`config.mk`:
```
export PLATFORM = sky130hd
export DESIGN_NAME = distance_loader
export DESIGN_NICKNAME = d
export VERILOG_FILES = /design/src/rtl/distance_loader.sv
export SDC_FILE = /design/constraint.sdc
export NUM_CORES = 1
export LEC_CHECK = 0
export CAP_MARGIN = 20
export CORE_MARGIN = 4
export CORE_UTILIZATION = 51
export CTS_BUF_LIST = sky130_fd_sc_hd__clkbuf_8 sky130_fd_sc_hd__clkbuf_16
export DETAILED_ROUTE_END_ITERATION = 6
export GPL_TIMING_DRIVEN = 0
export PLACE_DENSITY = 0.79
export SETUP_SLACK_MARGIN = 0.15
export SYNTH_ARGS = -nofsm -noshare
export SYNTH_HDL_FRONTEND = slang
export SYNTH_SLANG_ARGS = --single-unit
```
`constraint.sdc`:
```
create_clock -name clk -period 2.33 [get_ports clk]
set_input_delay 0.5825 -clock clk [delete_from_list [all_inputs] [get_ports clk]]
set_output_delay 0.5825 -clock clk [all_outputs]
set_load 0.01 [all_outputs]
```
`src/rtl/distance_loader.sv`:
```
// distance_loader: expands the host's strict upper-triangle distance stream
// into a full symmetric N x N table. It writes the diagonal zeros, each upper
// entry, and that entry's mirrored lower entry, in row-major order.
module distance_loader #(
    parameter int CITY_NUM     = 30,
    parameter int CITY_NUM_LOG = 5,
    parameter int DIST_W       = 16
) (
    input  logic                        clk,
    input  logic                        reset,
    input  logic                        start,
    output logic                        busy,
    output logic                        done,
    input  logic                        s_valid,
    output logic                        s_ready,
    input  logic [DIST_W-1:0]           s_data,
    output logic                        distance_write,
    output logic [2*CITY_NUM_LOG-1:0]   distance_w_addr,
    output logic [DIST_W-1:0]           distance_w_data
);

    typedef enum logic [2:0] {
        S_IDLE,
        S_DIAG,
        S_UPPER,
        S_MIRROR,
        S_DONE
    } state_t;

    localparam logic [CITY_NUM_LOG-1:0] LAST = CITY_NUM_LOG'(CITY_NUM - 1);
    localparam logic [CITY_NUM_LOG-1:0] ONE  = CITY_NUM_LOG'(1);

    state_t                      r_state;
    logic [CITY_NUM_LOG-1:0]     r_i;
    logic [CITY_NUM_LOG-1:0]     r_j;
    logic [DIST_W-1:0]           r_hold;
    logic                        r_busy;
    logic                        r_done;
    logic                        r_write;
    logic [2*CITY_NUM_LOG-1:0]   r_addr;
    logic [DIST_W-1:0]           r_data;

    state_t                      w_state_nxt;
    logic [CITY_NUM_LOG-1:0]     w_i_nxt;
    logic [CITY_NUM_LOG-1:0]     w_j_nxt;
    logic [DIST_W-1:0]           w_hold_nxt;
    logic                        w_done_nxt;
    logic                        w_write_nxt;
    logic [2*CITY_NUM_LOG-1:0]   w_addr_nxt;
    logic [DIST_W-1:0]           w_data_nxt;
    logic                        w_ready;

    // The host is only offered a slot in UPPER; the handshake never feeds back into s_ready.
    assign w_ready = (r_state == S_UPPER);

    // Next-state, counter and write-port decisions for the coming cycle.
    always_comb begin
        w_state_nxt = r_state;
        w_i_nxt     = r_i;
        w_j_nxt     = r_j;
        w_hold_nxt  = r_hold;
        w_done_nxt  = 1'b0;
        w_write_nxt = 1'b0;
        w_addr_nxt  = '0;
        w_data_nxt  = '0;
        case (r_state)
            S_IDLE: begin
                if (start) begin
                    w_write_nxt = 1'b1;
                    w_addr_nxt  = '0;
                    w_data_nxt  = '0;
                    w_i_nxt     = '0;
                    w_j_nxt     = ONE;
                    w_state_nxt = S_UPPER;
                end
            end
            S_UPPER: begin
                if (s_valid) begin
                    w_write_nxt = 1'b1;
                    w_addr_nxt  = {r_i, r_j};
                    w_data_nxt  = s_data;
                    w_hold_nxt  = s_data;
                    w_state_nxt = S_MIRROR;
                end
            end
            S_MIRROR: begin
                w_write_nxt = 1'b1;
                w_addr_nxt  = {r_j, r_i};
                w_data_nxt  = r_hold;
                if (r_j < LAST) begin
                    w_j_nxt     = r_j + ONE;
                    w_state_nxt = S_UPPER;
                end else begin
                    w_i_nxt     = r_i + ONE;
                    w_state_nxt = S_DIAG;
                end
            end
            S_DIAG: begin
                w_write_nxt = 1'b1;
                w_addr_nxt  = {r_i, r_i};
                w_data_nxt  = '0;
                if (r_i < LAST) begin
                    w_j_nxt     = r_i + ONE;
                    w_state_nxt = S_UPPER;
                end else begin
                    w_state_nxt = S_DONE;
                end
            end
            S_DONE: begin
                w_done_nxt  = 1'b1;
                w_state_nxt = S_IDLE;
            end
            default: begin
                w_state_nxt = S_IDLE;
            end
        endcase
    end

    // State, counters, hold register and registered outputs; async active-low clear.
    always_ff @(posedge clk or negedge reset) begin
        if (!reset) begin
            r_state <= S_IDLE;
            r_i     <= '0;
            r_j     <= '0;
            r_hold  <= '0;
            r_busy  <= 1'b0;
            r_done  <= 1'b0;
            r_write <= 1'b0;
            r_addr  <= '0;
            r_data  <= '0;
        end else begin
            r_state <= w_state_nxt;
            r_i     <= w_i_nxt;
            r_j     <= w_j_nxt;
            r_hold  <= w_hold_nxt;
            // busy covers every cycle up to the one carrying the last write;
            // it drops when the FSM heads back to IDLE, i.e. in the done cycle
            r_busy  <= (w_state_nxt != S_IDLE);
            r_done  <= w_done_nxt;
            r_write <= w_write_nxt;
            r_addr  <= w_addr_nxt;
            r_data  <= w_data_nxt;
        end
    end

    assign s_ready         = w_ready;
    assign busy            = r_busy;
    assign done            = r_done;
    assign distance_write  = r_write;
    assign distance_w_addr = r_addr;
    assign distance_w_data = r_data;

endmodule

```
==> metrics.md <==
| Metric | Value |
|---|---|
| Seq/Total Area, Yosys | `57.6%` |
| Design internal power | `2.40 mW` |
| Fin. max-slew vios | `0` |
| Area of the multi-input gates | `972 µm²` |
| Avg WL per Cell | `between 10 and 15 µm` |
| Vias | `2082` |
| Worst path top cell family by delay | `buffers and inverters` |
| # fillers | `355` |
| Floorplan Core Area | `about 4800 µm²` |
| DP Wirelength | `3810 µm` |
| Pleak | `1.57 nW` |
| Cts hold-fix bufs | `0` |
| Comb pwr share | `around a third` |
| #FFs+latches synth | `58` |
| Initial DRC Count | `around 190` |
| Worst setup EP type | `output port` |
| FF-to-FF path depth | `5` |
| Post-CTS resize count | `8` |
| CP Class | `flip-flop to output port` |
| First-pass GRT wire length | `9630 µm` |
| Cts bufs inserted | `9` |
| DRT Wirelength | `5690 µm` |
| Cell breakdown of the critical path | `buf_6, nand2b_4, clkbuf_8, nor2_1, dlygate4sd2_1` |
| Setup Skew | `0.00769 ns` |
| Post-CTS Setup Inserts | `0` |
| Synth warn | `0` |
| ANT nets after route | `0` |
| Clock Pin Slew Worst Setup and Hold Paths | `roughly 0.07 ns` |
| Nets | `339` |
| PortBufs | `49` |
| Post-synth EDFFs | `0` |
| Max-slew headroom | `between 50 and 60%` |
| Switch share | `31.8%` |
| Run status | `complete, no violations` |
| Initial Util | `53.0%` |
| Mapped Avg Cell Area | `9.85 µm²` |
| Clk root buf | `clkbuf_8` |
| Die height | `78.3 µm` |
| Top-area cell type share of the netlist area | `57.6%` |
| N_diodes | `0` |
| CTS tree | `yes` |
| Min Tclk post-route | `2.08 ns` |
| Setup TNS Final | `0 ns` |
| Vias in the first global route | `2080` |
| Fin cells | `389` |
| Final Cycle Share | `89.3%` |
| I/O pin cnt | `50` |
| Gpl congestion | `0.850` |
| Synthesized instance count | `between 200 and 300` |
| Rows | `25` |
| Area contributors post-synth | `dfrtp_1 58%, nand2_1 9.5%, a22oi_1 3.9%, nor2_1 3.4%, clkbuf_1 2.1%` |
| WP data required | `1.75 ns` |
| Remaining global-route overflow | `0` |
| Clock Latency Late Sink | `between 0.3 and 0.4 ns` |
| Crit path max fanout | `10` |
| Fin area | `3330 µm²` |
| Netlist cell types | `37` |
| Mapped Nets | `278` |
| Most frequent cells after synthesis | `64 x nand2_1, 58 x dfrtp_1, 23 x nor2_1, 14 x clkbuf_1, 13 x a22oi_1` |
| Prevailing post-synth register cell | `dfrtp_1` |
| Largest stage delay on the critical path | `0.39 ns` |
| Unrepaired setup endpoints after global routing | `false` |
| Most frequent cell after synthesis | `nand2_1` |
| Placed cell count | `373` |
| FFs w/ async S/R, synth | `100%` |
| Final core utilization | `70.1%` |
| Critical-path top delay cell | `dfrtp_1` |
| P&R area growth vs syn | `32.2%` |
| Pin count of the biggest net entering global routing | `32` |
| Total track usage | `20.3%` |
| Synth area leader | `dfrtp_1` |
| Worst-Margin Slew | `about 0.64 ns` |
| Critical Path AT | `1.50 ns` |
| Setup violations, final | `0` |
| Clock Sink Count | `58` |
| DRC viols | `0` |
| Power share of the clock group | `25.9%` |
| R2R Path Start | `r_i[1]` |
| DR vias/cell | `5.35` |
| Share of post-route cells with drive strength above 1 | `a little under a tenth` |
| Die ar. | `between 6000 and 7000 µm²` |
| CTS H-tree depth | `3` |
| Net switching power figure | `1.12 mW` |
| Post-Synthesis Cell Area | `2520 µm²` |
| Placement Cell Area | `approximately 3100 µm²` |
| Hold Vio Cnt, Final | `0` |
| Reg-to-Reg End | `r_j[2]` |
| Clk buf depth | `2` |
| Register share of total power | `41.4%` |
| Antenna violations before repair | `0` |
| Max-cap violations | `0` |
| Power density cells | `1060 nW/µm²` |
| Register area | `1450 µm²` |
| Peak Freq | `0.481 GHz` |
| Startpoint Class | `flip-flop` |
| Max IR drop VDD | `0.000507 V` |
| R2r setup slk | `between 0.5 and 0.6 ns` |
| Min-Delay Path Class | `input port to asynchronous set/reset pin` |
| CP Buf/Inv Count | `3` |
| Crit. path cell count | `5` |
| First-pass DRT Iterations | `5` |
| Die Width | `78.3 µm` |
[worst reg2reg max path, stage by stage (launching register included)]
cell and delay, ns:
dfrtp_1 0.38, clkbuf_1 0.23, o211ai_1 0.33, o22ai_1 0.20, a221o_1 0.39, a22o_1 0.18
[kinds of logic (layout without fill, tap and decap cells)]
kind of cell               count (synthesis)  after routing  share of synthesized area, %
and+or+nand+nor                          115            115                          19.8
DFF                                       58             58                          57.6
AOI/OAI and AO/OA                         49             49                          13.9
buffers and inverters                     23             89                          4.17
muxes                                      6              6                          2.58
xor gates and xnor gates                   3              3                          1.04
adders and majority gates                  2              2                         0.992
[cells in the final DEF (no fill, tap or decap), drive strengths merged]
| master | count |
|---|---|
| nand2 | 64 |
| dfrtp | 58 |
| clkdlybuf4s50 | 47 |
| clkbuf | 25 |
| nor2 | 23 |
| a22oi | 13 |
| o21ai | 11 |
| nand3 | 9 |
| nand2b | 8 |
| buf | 8 |
| inv | 6 |
| a22o | 6 |
| mux2 | 4 |
| a32oi | 4 |
| nor2b | 3 |
| o22ai | 3 |
| xnor2 | 3 |
| a21oi | 3 |
| nor3 | 2 |
| and2 | 2 |
| mux2i | 2 |
| ha | 2 |
| or4b | 1 |
| o211ai | 1 |
| nand3b | 1 |
| o2111ai | 1 |
| or2 | 1 |
| a21boi | 1 |
| nor3b | 1 |
| a21o | 1 |
| o211a | 1 |
| a221o | 1 |
| o311ai | 1 |
| a211oi | 1 |
| a2bb2oi | 1 |
| bufinv | 1 |
| clkinv | 1 |
| dlygate4sd2 | 1 |
[area by class of cell]
cell class                 instances  share of cell area (%)
inverter                           3                   0.338
clock inverter                     5                    1.39
clock buffer                      11                    4.54
timing repair buffer              50                    15.1
sequential                        58                    43.5
tap                               67                    2.52
buffer                            20                    3.38
multi-input combinational        175                    29.2
[metal layers]
metal	wire, µm	GRT usage (%)	part of all wire (%)
met1	2450	26.2	43
met2	2640	32.2	46
met3	443	4.36	7.8
met4	153	10.8	2.7
met5	0	0	0
[flip-flops by register name, indices dropped and copies added (netlist names)]
name and flops:
distance_w_data 16, r_hold 16, distance_w_addr 10, r_i 5, r_j 5, r_state 3, busy 1, distance_write 1
done 1
[worst max-delay path by stage]
stage	endpoint	slack, ns	from
after floorplan	r_j[2]	0.59	start
after global placement	distance_w_data[9]	-1.06	reset
after detailed placement	r_hold[11]	-0.04	s_valid
after CTS	s_ready	0.21	r_state[1]
after global routing	s_ready	0.16	r_state[1]
final	s_ready	0.25	r_state[1]
[power groups by stage]
stage | Combinational (mW) | Sequential [mW] | Clock [mW]
floorplan | 0.610 | 1.50 | 0
detailed placement | 1.14 | 1.47 | 0
CTS | 1.15 | 1.45 | 0.921
finish | 1.15 | 1.46 | 0.911
global route | 1.28 | 1.49 | 0.971
global placement | 1.11 | 1.46 | 0
[stage by stage]
| stage | total power, mW | setup slack [ns] | hold slack, ns |
|---|---|---|---|
| 6_report | 3.52 | 0.250 | 0.272 |
| 5_1_grt | 3.74 | 0.162 | 0.332 |
| 2_1_floorplan | 2.12 | 0.588 | 0.287 |
| 4_1_cts | 3.53 | 0.212 | 0.285 |
| 3_5_place_dp | 2.61 | -0.0378 | 0.458 |
| 3_3_place_gp | 2.57 | -1.06 | 0.452 |
Power figures use the tool's default switching activity.
